File: src/rtl/perceptron_trainer.sv
// Training controller for perceptron_dp. It loads the initial binary weights and streams labelled samples.
// On each miss it applies the binary-weight perceptron rule, and it stops on an error-free epoch or at the epoch limit.
module perceptron_trainer #(
  parameter int         WIDTH      = 8,
  parameter int         DP_LATENCY = 1,
  parameter int         EPOCH_LEN  = 4,
  parameter int         MAX_EPOCHS = 16,
  parameter logic [2:0] INIT_W1W0B = 3'b111
) (
  input  logic             clk,
  input  logic             reset,
  input  logic             start_i,
  input  logic             smp_valid_i,
  output logic             smp_ready_o,
  input  logic [WIDTH-1:0] smp_x0_i,
  input  logic [WIDTH-1:0] smp_x1_i,
  input  logic             smp_t_i,
  output logic             enable_o,
  output logic [1:0]       W1W0b_en_o,
  output logic             b_o,
  output logic             W0_o,
  output logic             W1_o,
  output logic [WIDTH-1:0] X0_o,
  output logic [WIDTH-1:0] X1_o,
  input  logic             Y_i,
  output logic             busy_o,
  output logic             converged_o,
  output logic [4:0]       epoch_cnt_o,
  output logic [7:0]       err_cnt_o
);

  localparam int IW = (EPOCH_LEN > 1) ? $clog2(EPOCH_LEN) : 1;
  localparam int CW = (DP_LATENCY > 1) ? $clog2(DP_LATENCY) : 1;
  localparam logic [IW-1:0] IDX_LAST  = IW'(EPOCH_LEN - 1);
  localparam logic [CW-1:0] CNT_LAST  = CW'(DP_LATENCY - 1);
  localparam logic [4:0]    EPOCH_MAX = 5'(MAX_EPOCHS);

  typedef enum logic [3:0] {
    ST_LD_B, ST_LD_W0, ST_LD_W1, ST_IDLE, ST_FETCH, ST_EVAL,
    ST_WAIT, ST_CHECK, ST_UPD, ST_NEXT, ST_DONE
  } state_t;

  state_t           state_q, state_d;
  logic [WIDTH-1:0] x0_q, x0_d, x1_q, x1_d;
  logic             t_q, t_d;
  logic [2:0]       w_q, w_d;       // shadow {W1,W0,b} as held by the datapath
  logic [2:0]       new_q, new_d;   // rule result for the current miss
  logic [2:0]       mask_q, mask_d; // registers still to be reloaded
  logic [IW-1:0]    idx_q, idx_d;
  logic [CW-1:0]    cnt_q, cnt_d;
  logic [4:0]       epoch_q, epoch_d;
  logic [7:0]       err_q, err_d;
  logic             conv_q, conv_d;
  logic [2:0]       rule;
  logic [4:0]       epoch_inc;

  assign X0_o        = x0_q;
  assign X1_o        = x1_q;
  assign epoch_cnt_o = epoch_q;
  assign err_cnt_o   = err_q;
  assign converged_o = conv_q;

  assign rule      = {t_q ~^ ~x1_q[WIDTH-1], t_q ~^ ~x0_q[WIDTH-1], t_q};
  assign epoch_inc = (epoch_q == EPOCH_MAX) ? epoch_q : epoch_q + 5'd1;

  always_comb begin
    state_d     = state_q;
    x0_d        = x0_q;
    x1_d        = x1_q;
    t_d         = t_q;
    w_d         = w_q;
    new_d       = new_q;
    mask_d      = mask_q;
    idx_d       = idx_q;
    cnt_d       = cnt_q;
    epoch_d     = epoch_q;
    err_d       = err_q;
    conv_d      = conv_q;
    smp_ready_o = 1'b0;
    enable_o    = 1'b0;
    W1W0b_en_o  = 2'b00;
    b_o         = 1'b0;
    W0_o        = 1'b0;
    W1_o        = 1'b0;
    busy_o      = 1'b0;
    case (state_q)
      ST_LD_B:  begin W1W0b_en_o = 2'b01; b_o  = w_q[0]; state_d = ST_LD_W0; end
      ST_LD_W0: begin W1W0b_en_o = 2'b10; W0_o = w_q[1]; state_d = ST_LD_W1; end
      ST_LD_W1: begin W1W0b_en_o = 2'b11; W1_o = w_q[2]; state_d = ST_IDLE;  end
      ST_IDLE, ST_DONE: begin
        if (start_i) begin
          idx_d   = '0;
          epoch_d = '0;
          err_d   = '0;
          conv_d  = 1'b0;
          state_d = ST_FETCH;
        end
      end
      ST_FETCH: begin
        busy_o      = 1'b1;
        smp_ready_o = 1'b1;
        if (smp_valid_i) begin
          x0_d    = smp_x0_i;
          x1_d    = smp_x1_i;
          t_d     = smp_t_i;
          state_d = ST_EVAL;
        end
      end
      ST_EVAL: begin
        busy_o   = 1'b1;
        enable_o = 1'b1;
        cnt_d    = '0;
        state_d  = ST_WAIT;
      end
      ST_WAIT: begin
        busy_o = 1'b1;
        if (cnt_q == CNT_LAST) state_d = ST_CHECK;
        else                   cnt_d   = cnt_q + 1'b1;
      end
      ST_CHECK: begin
        busy_o  = 1'b1;
        state_d = ST_NEXT;
        if (Y_i != t_q) begin
          err_d  = (err_q == 8'hFF) ? err_q : err_q + 8'd1;
          new_d  = rule;
          mask_d = rule ^ w_q;
          if ((rule ^ w_q) != 3'b000) state_d = ST_UPD;
        end
      end
      ST_UPD: begin
        // One reload per cycle, b first, then W0, then W1; unchanged ones are skipped.
        busy_o = 1'b1;
        if (mask_q[0]) begin
          W1W0b_en_o = 2'b01; b_o  = new_q[0]; w_d[0] = new_q[0]; mask_d[0] = 1'b0;
        end else if (mask_q[1]) begin
          W1W0b_en_o = 2'b10; W0_o = new_q[1]; w_d[1] = new_q[1]; mask_d[1] = 1'b0;
        end else if (mask_q[2]) begin
          W1W0b_en_o = 2'b11; W1_o = new_q[2]; w_d[2] = new_q[2]; mask_d[2] = 1'b0;
        end
        if (mask_d == 3'b000) state_d = ST_NEXT;
      end
      ST_NEXT: begin
        busy_o  = 1'b1;
        state_d = ST_FETCH;
        if (idx_q == IDX_LAST) begin
          idx_d   = '0;
          epoch_d = epoch_inc;
          if (err_q == 8'd0) begin
            conv_d  = 1'b1;
            state_d = ST_DONE;
          end else if (epoch_inc == EPOCH_MAX) begin
            state_d = ST_DONE;
          end else begin
            err_d = '0;
          end
        end else begin
          idx_d = idx_q + 1'b1;
        end
      end
      default: state_d = ST_LD_B;
    endcase
    if (reset) begin
      smp_ready_o = 1'b0;
      enable_o    = 1'b0;
      W1W0b_en_o  = 2'b00;
      b_o         = 1'b0;
      W0_o        = 1'b0;
      W1_o        = 1'b0;
      busy_o      = 1'b0;
    end
  end

  always_ff @(posedge clk) begin
    if (reset) begin
      state_q <= ST_LD_B;
      x0_q    <= '0;
      x1_q    <= '0;
      t_q     <= 1'b0;
      w_q     <= INIT_W1W0B;
      new_q   <= '0;
      mask_q  <= '0;
      idx_q   <= '0;
      cnt_q   <= '0;
      epoch_q <= '0;
      err_q   <= '0;
      conv_q  <= 1'b0;
    end else begin
      state_q <= state_d;
      x0_q    <= x0_d;
      x1_q    <= x1_d;
      t_q     <= t_d;
      w_q     <= w_d;
      new_q   <= new_d;
      mask_q  <= mask_d;
      idx_q   <= idx_d;
      cnt_q   <= cnt_d;
      epoch_q <= epoch_d;
      err_q   <= err_d;
      conv_q  <= conv_d;
    end
  end

endmodule

File: config.mk
export PLATFORM = sky130hd
export DESIGN_NAME = perceptron_trainer
export DESIGN_NICKNAME = d
export VERILOG_FILES = /design/src/rtl/perceptron_trainer.sv
export SDC_FILE = /design/constraint.sdc
export NUM_CORES = 1
export LEC_CHECK = 0
export BUFFER_PORTS_ARGS = -buffer_cell sky130_fd_sc_hd__buf_2
export CAP_MARGIN = 20
export CELL_PAD_IN_SITES_DETAIL_PLACEMENT = 1
export CELL_PAD_IN_SITES_GLOBAL_PLACEMENT = 1
export CORE_AREA = 2 2 105 81
export CTS_CLUSTER_SIZE = 12
export DETAILED_ROUTE_END_ITERATION = 8
export DIE_AREA = 0 0 107 83
export GPL_TIMING_DRIVEN = 0
export PLACE_DENSITY_LB_ADDON = 0.1
export SLEW_MARGIN = 20
export SYNTH_ARGS = -nofsm -noshare
export SYNTH_HDL_FRONTEND = slang
export SYNTH_SLANG_ARGS = --single-unit
File: constraint.sdc
create_clock -name clk -period 5.5 [get_ports clk]
set_input_delay 0.275 -clock clk [delete_from_list [all_inputs] [get_ports clk]]
set_output_delay 0.275 -clock clk [all_outputs]
set_load 0.05 [all_outputs]
==> flow_metrics.env, run 1 <==
export IMPL_grt_total_usage_pct=18.63
export IMPL_met1_usage_pct=29.14
export IMPL_peakVddDrop_uv=93.38
export IMPL_final_setup_tns_ps=0
export IMPL_synth_compound_area_share_pct=22.97
export IMPL_synth_mux_area_share_pct=0.7456
export IMPL_setup_viol=0
export IMPL_drv_cap=0
export IMPL_layout_nets=430
export IMPL_fp_dieH_um=83
export IMPL_yosys_most_used_dff="dfxtp_1"
export IMPL_whs_ps=196.3
export IMPL_top_usage_layer="met1"
export IMPL_h_tree_depth=2
export IMPL_tightest_slew_ps=675.0
export IMPL_synthSimpleGateAreaFrac_pct=29.96
export IMPL_synth_seq_cells=46
export IMPL_synth_adder_area_share_pct=2.703
export IMPL_first_pass_iters=4
export IMPL_critPathMaxFanout=10
export IMPL_placed_cells=501
export IMPL_regArea_um2=920.9
export IMPL_critPathLaunchType="register"
export IMPL_die_w_um=107
export IMPL_slew_headroom_pct=55.00
export IMPL_syn_avg_cell_area_um2=7.968
export IMPL_fin_crit_ps=2626
export IMPL_synth_top_family_by_area="simple AND/OR/NAND/NOR gates"
export IMPL_hold_path_class="in2reg"
export IMPL_core_um2=7812
export IMPL_cp_end_kind="output pin"
export IMPL_wirelength_um=7952
export IMPL_grt_max_degree=17
export IMPL_cts_hold_buf=0
export IMPL_path_class="reg2out"
export IMPL_synth_edf_count=0
export IMPL_post_place_ws_ps=3240
export IMPL_grt_ovfl_total=0
export IMPL_area_delta_synth_final_pct=19.38
export IMPL_grtUsageMet2_pct=25.59
export IMPL_clockBufferDepth=2
export IMPL_status="finished, final reports clean"
export IMPL_grt_pass1_wl_um=13300
export IMPL_yosysSeqAreaShare_pct=34.30
export IMPL_dpl_cell_area_um2=3112
export IMPL_ctsRootBufferMaster="clkbuf_8"
export IMPL_die_area_um2=8881
export IMPL_start_util_pct=34.37
export IMPL_cts_repair_resized=0
export IMPL_total_power_mw=0.7085
export IMPL_cts_tree="built"
export IMPL_synthArstFlopShare_pct=0
export IMPL_synth_cell_types=70
export IMPL_rows=28
export IMPL_synth_xor_area_share_pct=3.541
export IMPL_antenna_found_initial=0
export IMPL_cts_setup_buffers=0
export IMPL_power_density_nw_per_um2=221.0
export IMPL_cp_arrival_ps=2350
export IMPL_rsz0062_at_grt="false"
export IMPL_drt_iter0_drc=90
export IMPL_slew_violations=0
export IMPL_syn_cell_area_um2=2685
export IMPL_clock_latency_ps=310
export IMPL_io_pins=60
export IMPL_viasPerCell=5.124
export IMPL_timing_final_crit_share_pct=47.74
export IMPL_dpl_hpwl_um=5984
export IMPL_fmax_mhz=380.8
export IMPL_fill_cells=1002
export IMPL_final_cells=509
export IMPL_p_leak_nw=1.288
export IMPL_drc=0
export IMPL_ant_nets=0
export IMPL_hold_violations=0
export IMPL_cp_data_required_time_ps=5220
export IMPL_detail_route_wl_per_cell_um=15.62
export IMPL_grtUsageMet3_pct=4.239
export IMPL_fin_area_um2=3206
export IMPL_port_buffers=59
export IMPL_multi_input_area_um2=1609
export IMPL_drive_gt1_share_pct=25.50
export IMPL_clock_sinks=46
export IMPL_grt_pass1_vias=2523
export IMPL_fin_util_pct=41.03
export IMPL_finalWorstSetupSlack_ps=2874
export IMPL_clk_pin_slew_worst_paths_ps=100
export IMPL_vias=2608
export IMPL_cts_buffers=5
export IMPL_syn_nets=364
export IMPL_insertedDiodeCount=0
export IMPL_ys_warn_count=0
export IMPL_gp_congestion=0.7981
export IMPL_fin_skew_ps=9.605
export IMPL_synthCells=337
[power breakdown]
group	internal, mW	switching [mW]	total [mW]
clock	0.0921	0.134	0.226
combinational	0.0430	0.0946	0.138
sequential	0.339	0.00578	0.345
total	0.474	0.234	0.708
[registers in the layout, summed over array words and instances, names as in the netlist]
register,count
err_cnt_o,8
w_q,3
idx_q,2
state_q,4
X0_o,8
mask_q,3
t_q,1
epoch_cnt_o,5
new_q,3
converged_o,1
X1_o,8
[critical path, stage by stage, from the launching register on]
cell and delay, ps:
dfxtp_1 360, buf_4 190, nor4b_4 490, nand2_1 220, o31ai_1 260, o21ai_0 100, nor3_1 140, buf_2 290
[synthesized netlist by cell type, drive strengths merged (2+ instances only)]
master | n | share of area, %
a211o | 2 | 0.70
a211oi | 3 | 0.84
a21oi | 39 | 7.4
a22o | 3 | 1.1
a22oi | 2 | 0.56
a31oi | 2 | 1.3
and2 | 8 | 2.0
and3 | 5 | 1.3
buf | 10 | 2.3
clkbuf | 11 | 2.1
dfxtp | 46 | 34
ha | 5 | 2.3
inv | 10 | 1.4
mux2i | 2 | 0.75
nand2 | 52 | 7.4
nand2b | 7 | 1.6
nand3 | 14 | 2.6
nand3b | 2 | 0.56
nand4 | 3 | 0.70
nor2 | 27 | 3.8
nor2b | 2 | 0.47
nor3 | 11 | 2.1
nor4 | 4 | 1.5
o21ai | 18 | 3.4
o221a | 2 | 0.84
o22ai | 3 | 0.70
o2bb2ai | 3 | 1.7
or2 | 2 | 0.47
or3 | 6 | 1.4
xnor2 | 4 | 1.3
xor2 | 6 | 2.2
[layout make-up]
cell class	count	share of cell area (%)
Buffer	21	3.669
Clock buffer	5	2.147
Clock inverter	3	0.7806
Inverter	10	1.171
Multi-Input combinational cell	260	50.20
Sequential cell	46	28.73
Tap cell	105	4.098
Timing Repair Buffer	59	9.212
[final timing paths]
kind                                     start             to  slack [ps]  depth (start not counted)
worst min register to register         X0_o[5]        X0_o[5]         460                          2
worst max register to register  epoch_cnt_o[0]   err_cnt_o[0]        3280                          7
worst min-delay path               smp_x1_i[1]        X1_o[1]         200                          3
worst max-delay path                state_q[0]  W1W0b_en_o[1]        2870                          7
[cells by family after synthesis]
kind of cell               Yosys count
DFF                                 46
xor gates and xnor gates            10
buffers and inverters               31
AOI/OAI and AO/OA                   89
and+or+nand+nor                    153
adders and majority gates            6
muxes                                2
[routing by layer]
metal  vias up  part of all wire, %
met2        51                   40
met3         7                  4.7
met1      1226                   54
met5         -                    0
li1       1324                    -
met4         0                  1.1
[placed cells by master, fill, tap and decap left out, types with 6 or more instances in the layout]
master and n:
dfxtp_1 46, o21ai_0 17, and2_1 6, nand3_1 14
a21oi_1 38, buf_2 64, nand2b_1 7, or3_1 6
nor2_1 27, nand2_1 51, clkbuf_8 6, nor3_1 11
clkbuf_1 9, inv_1 10
No activity file was read; power rests on OpenSTA's default activity.
==> run 2, diff against run 1 <==
==> constraint.sdc (replaced) <==
create_clock -name clk -period 2.3 [get_ports clk]
set_input_delay 0.115 -clock clk [delete_from_list [all_inputs] [get_ports clk]]
set_output_delay 0.115 -clock clk [all_outputs]
set_load 0.05 [all_outputs]
==> run 2 against run 1 <==
  * Hold slack lost 160 ps
  * Largest cell class unchanged
  * Critical endpoint unchanged
  * Sequential power up 140%
  * Count of clock-buffer cells in the layout unchanged
  * Power grew 140%
  * Wire length rose by 2.6%
  * Via count up 0.88%
==> flow_metrics.env, run 2 (synthesized netlist as in run 1, its figures left out) <==
export IMPL_setup_viol=0
export IMPL_die_w_um=107
export IMPL_first_pass_iters=4
export IMPL_placed_cells=501
export IMPL_mostFrequentLayoutCell="buf_2"
export IMPL_layout_nets=429
export IMPL_whs_ps=36.00
export IMPL_final_cell_mix="62 x buf_2, 50 x nand2_1, 46 x dfxtp_1"
export IMPL_critPathLaunchType="register"
export IMPL_crit_path_frequent_cell="buf_4"
export IMPL_dpl_cell_area_um2=3123
export IMPL_rrSetupSlack_ps=240
export IMPL_port_buffers=59
export IMPL_min_to="X1_o[7]"
export IMPL_reg2reg_depth=7
export IMPL_ant_nets=0
export IMPL_hold_path_class="in2reg"
export IMPL_die_area_um2=8881
export IMPL_vias=2631
export IMPL_fin_crit_ps=2142
export IMPL_cts_buffers=5
export IMPL_timing_final_crit_share_pct=93.13
export IMPL_worstHoldStart="smp_x1_i[7]"
export IMPL_viasPerCell=5.179
export IMPL_critPathLaunch="state_q[0]"
export IMPL_clock_latency_ps=310
export IMPL_hold_violations=0
export IMPL_fin_area_um2=3236
export IMPL_dpl_hpwl_um=6185
export IMPL_grt_pass1_wl_um=13430
export IMPL_cp_slowest_cell="dfxtp_1"
export IMPL_area_delta_synth_final_pct=20.50
export IMPL_ctsRootBufferMaster="clkbuf_8"
export IMPL_antenna_found_initial=0
export IMPL_wl_met1_um=4371
export IMPL_drc=0
export IMPL_top_layer_used="met4"
export IMPL_wl_met2_um=3432
export IMPL_cp_arrival_ps=2030
export IMPL_fp_dieH_um=83
export IMPL_io_pins=60
export IMPL_crit_buf_inv=2
export IMPL_insertedDiodeCount=0
export IMPL_total_power_mw=1.690
export IMPL_final_setup_tns_ps=0
export IMPL_whs_path_depth=3
export IMPL_drt_iter0_drc=67
export IMPL_slew_headroom_pct=54.11
export IMPL_clock_sinks=46
export IMPL_h_tree_depth=2
export IMPL_cts_tree="built"
export IMPL_drv_cap=0
export IMPL_power_density_nw_per_um2=522.3
export IMPL_wirelength_um=8156
export IMPL_core_um2=7812
export IMPL_cp_end_kind="output pin"
export IMPL_critical_path_top_delay_family="simple AND/OR/NAND/NOR gates"
export IMPL_rr_startpoint="err_cnt_o[0]"
export IMPL_status="finished, final reports clean"
export IMPL_crit_chain="buf_4 -> nor4b_4 -> nand2_2 -> o31ai_1 -> o21ai_0 -> nor3_2 -> buf_4"
export IMPL_critPathMaxFanout=10
export IMPL_cp_data_required_time_ps=2180
export IMPL_grt_ovfl_total=0
export IMPL_start_util_pct=34.37
export IMPL_rows=28
export IMPL_tightest_slew_ps=688.4
export IMPL_grt_total_usage_pct=18.75
export IMPL_grt_max_degree=20
export IMPL_grt_pass1_vias=2581
export IMPL_p_leak_nw=1.306
export IMPL_clk_pin_slew_worst_paths_ps=100
export IMPL_fmax_mhz=466.8
export IMPL_cts_hold_buf=0
export IMPL_drive_gt1_share_pct=27.54
export IMPL_path_class="reg2out"
export IMPL_r2r_end="err_cnt_o[2]"
export IMPL_slew_violations=0
export IMPL_rsz0062_at_grt="true"
export IMPL_dr_wl_met3_um=314
export IMPL_clockBufferDepth=2
export IMPL_fin_skew_ps=8.686
export IMPL_gp_congestion=0.8041
export IMPL_detail_route_wl_per_cell_um=16.06
export IMPL_cpPeakStageDelay_ps=370
export IMPL_final_cells=508
export IMPL_peakVddDrop_uv=249.5
run 2: final cells by class:
cell class | instances | area (µm²)
Clock inverter | 3 | 21.27
Sequential cell | 46 | 920.9
Timing Repair Buffer | 60 | 307.8
Buffer | 19 | 112.6
Tap cell | 105 | 131.4
Fill cell | 988 | 4577
Multi-Input combinational cell | 260 | 1635
Inverter | 10 | 37.54
Clock buffer | 5 | 68.82
run 2: per-layer routing:
layer  track usage (%)  vias up
met2             27.68       43
met1             28.41     1252
li1                  -     1331
met3             3.925        5
met4             2.834        0
met5                 0        -
run 2: worst max-delay path by stage:
stage          slack, ps            end  cells past startpoint
2_1_floorplan        0.7            b_o                      5
6_report             160  W1W0b_en_o[1]                      7
4_1_cts               60   err_cnt_o[2]                      7
5_1_grt              -20  W1W0b_en_o[1]                      7
3_3_place_gp         120   err_cnt_o[0]                      7
3_5_place_dp          70   err_cnt_o[2]                      7
run 2: tightest hold or removal path, delay by kind of cell:
kind	cells	cell delay [ps]
compound gates	1	50
buf+inv	1	100
simple gates	1	40
run 2: metrics by stage:
| step | setup slack [ps] | util (%) |
|---|---|---|
| global route | -15.74 | 41.42 |
| detailed placement | 72.72 | 39.97 |
| finish | 158.0 | 41.42 |
| floorplan | 0.7070 | - |
| CTS | 55.40 | 41.18 |
| global placement | 121.4 | 39.97 |
run 2: report_power, final:
| group | internal (mW) | switching (mW) |
|---|---|---|
| sequential | 0.810 | 0.0142 |
| combinational | 0.108 | 0.232 |
| clock | 0.214 | 0.311 |
run 2: timing repair:
action	CTS	global route
setup endpoints to repair	2	13
cloned	0	0
gates resized for setup	0	10
setup buffers	1	0
pin swaps	1	0
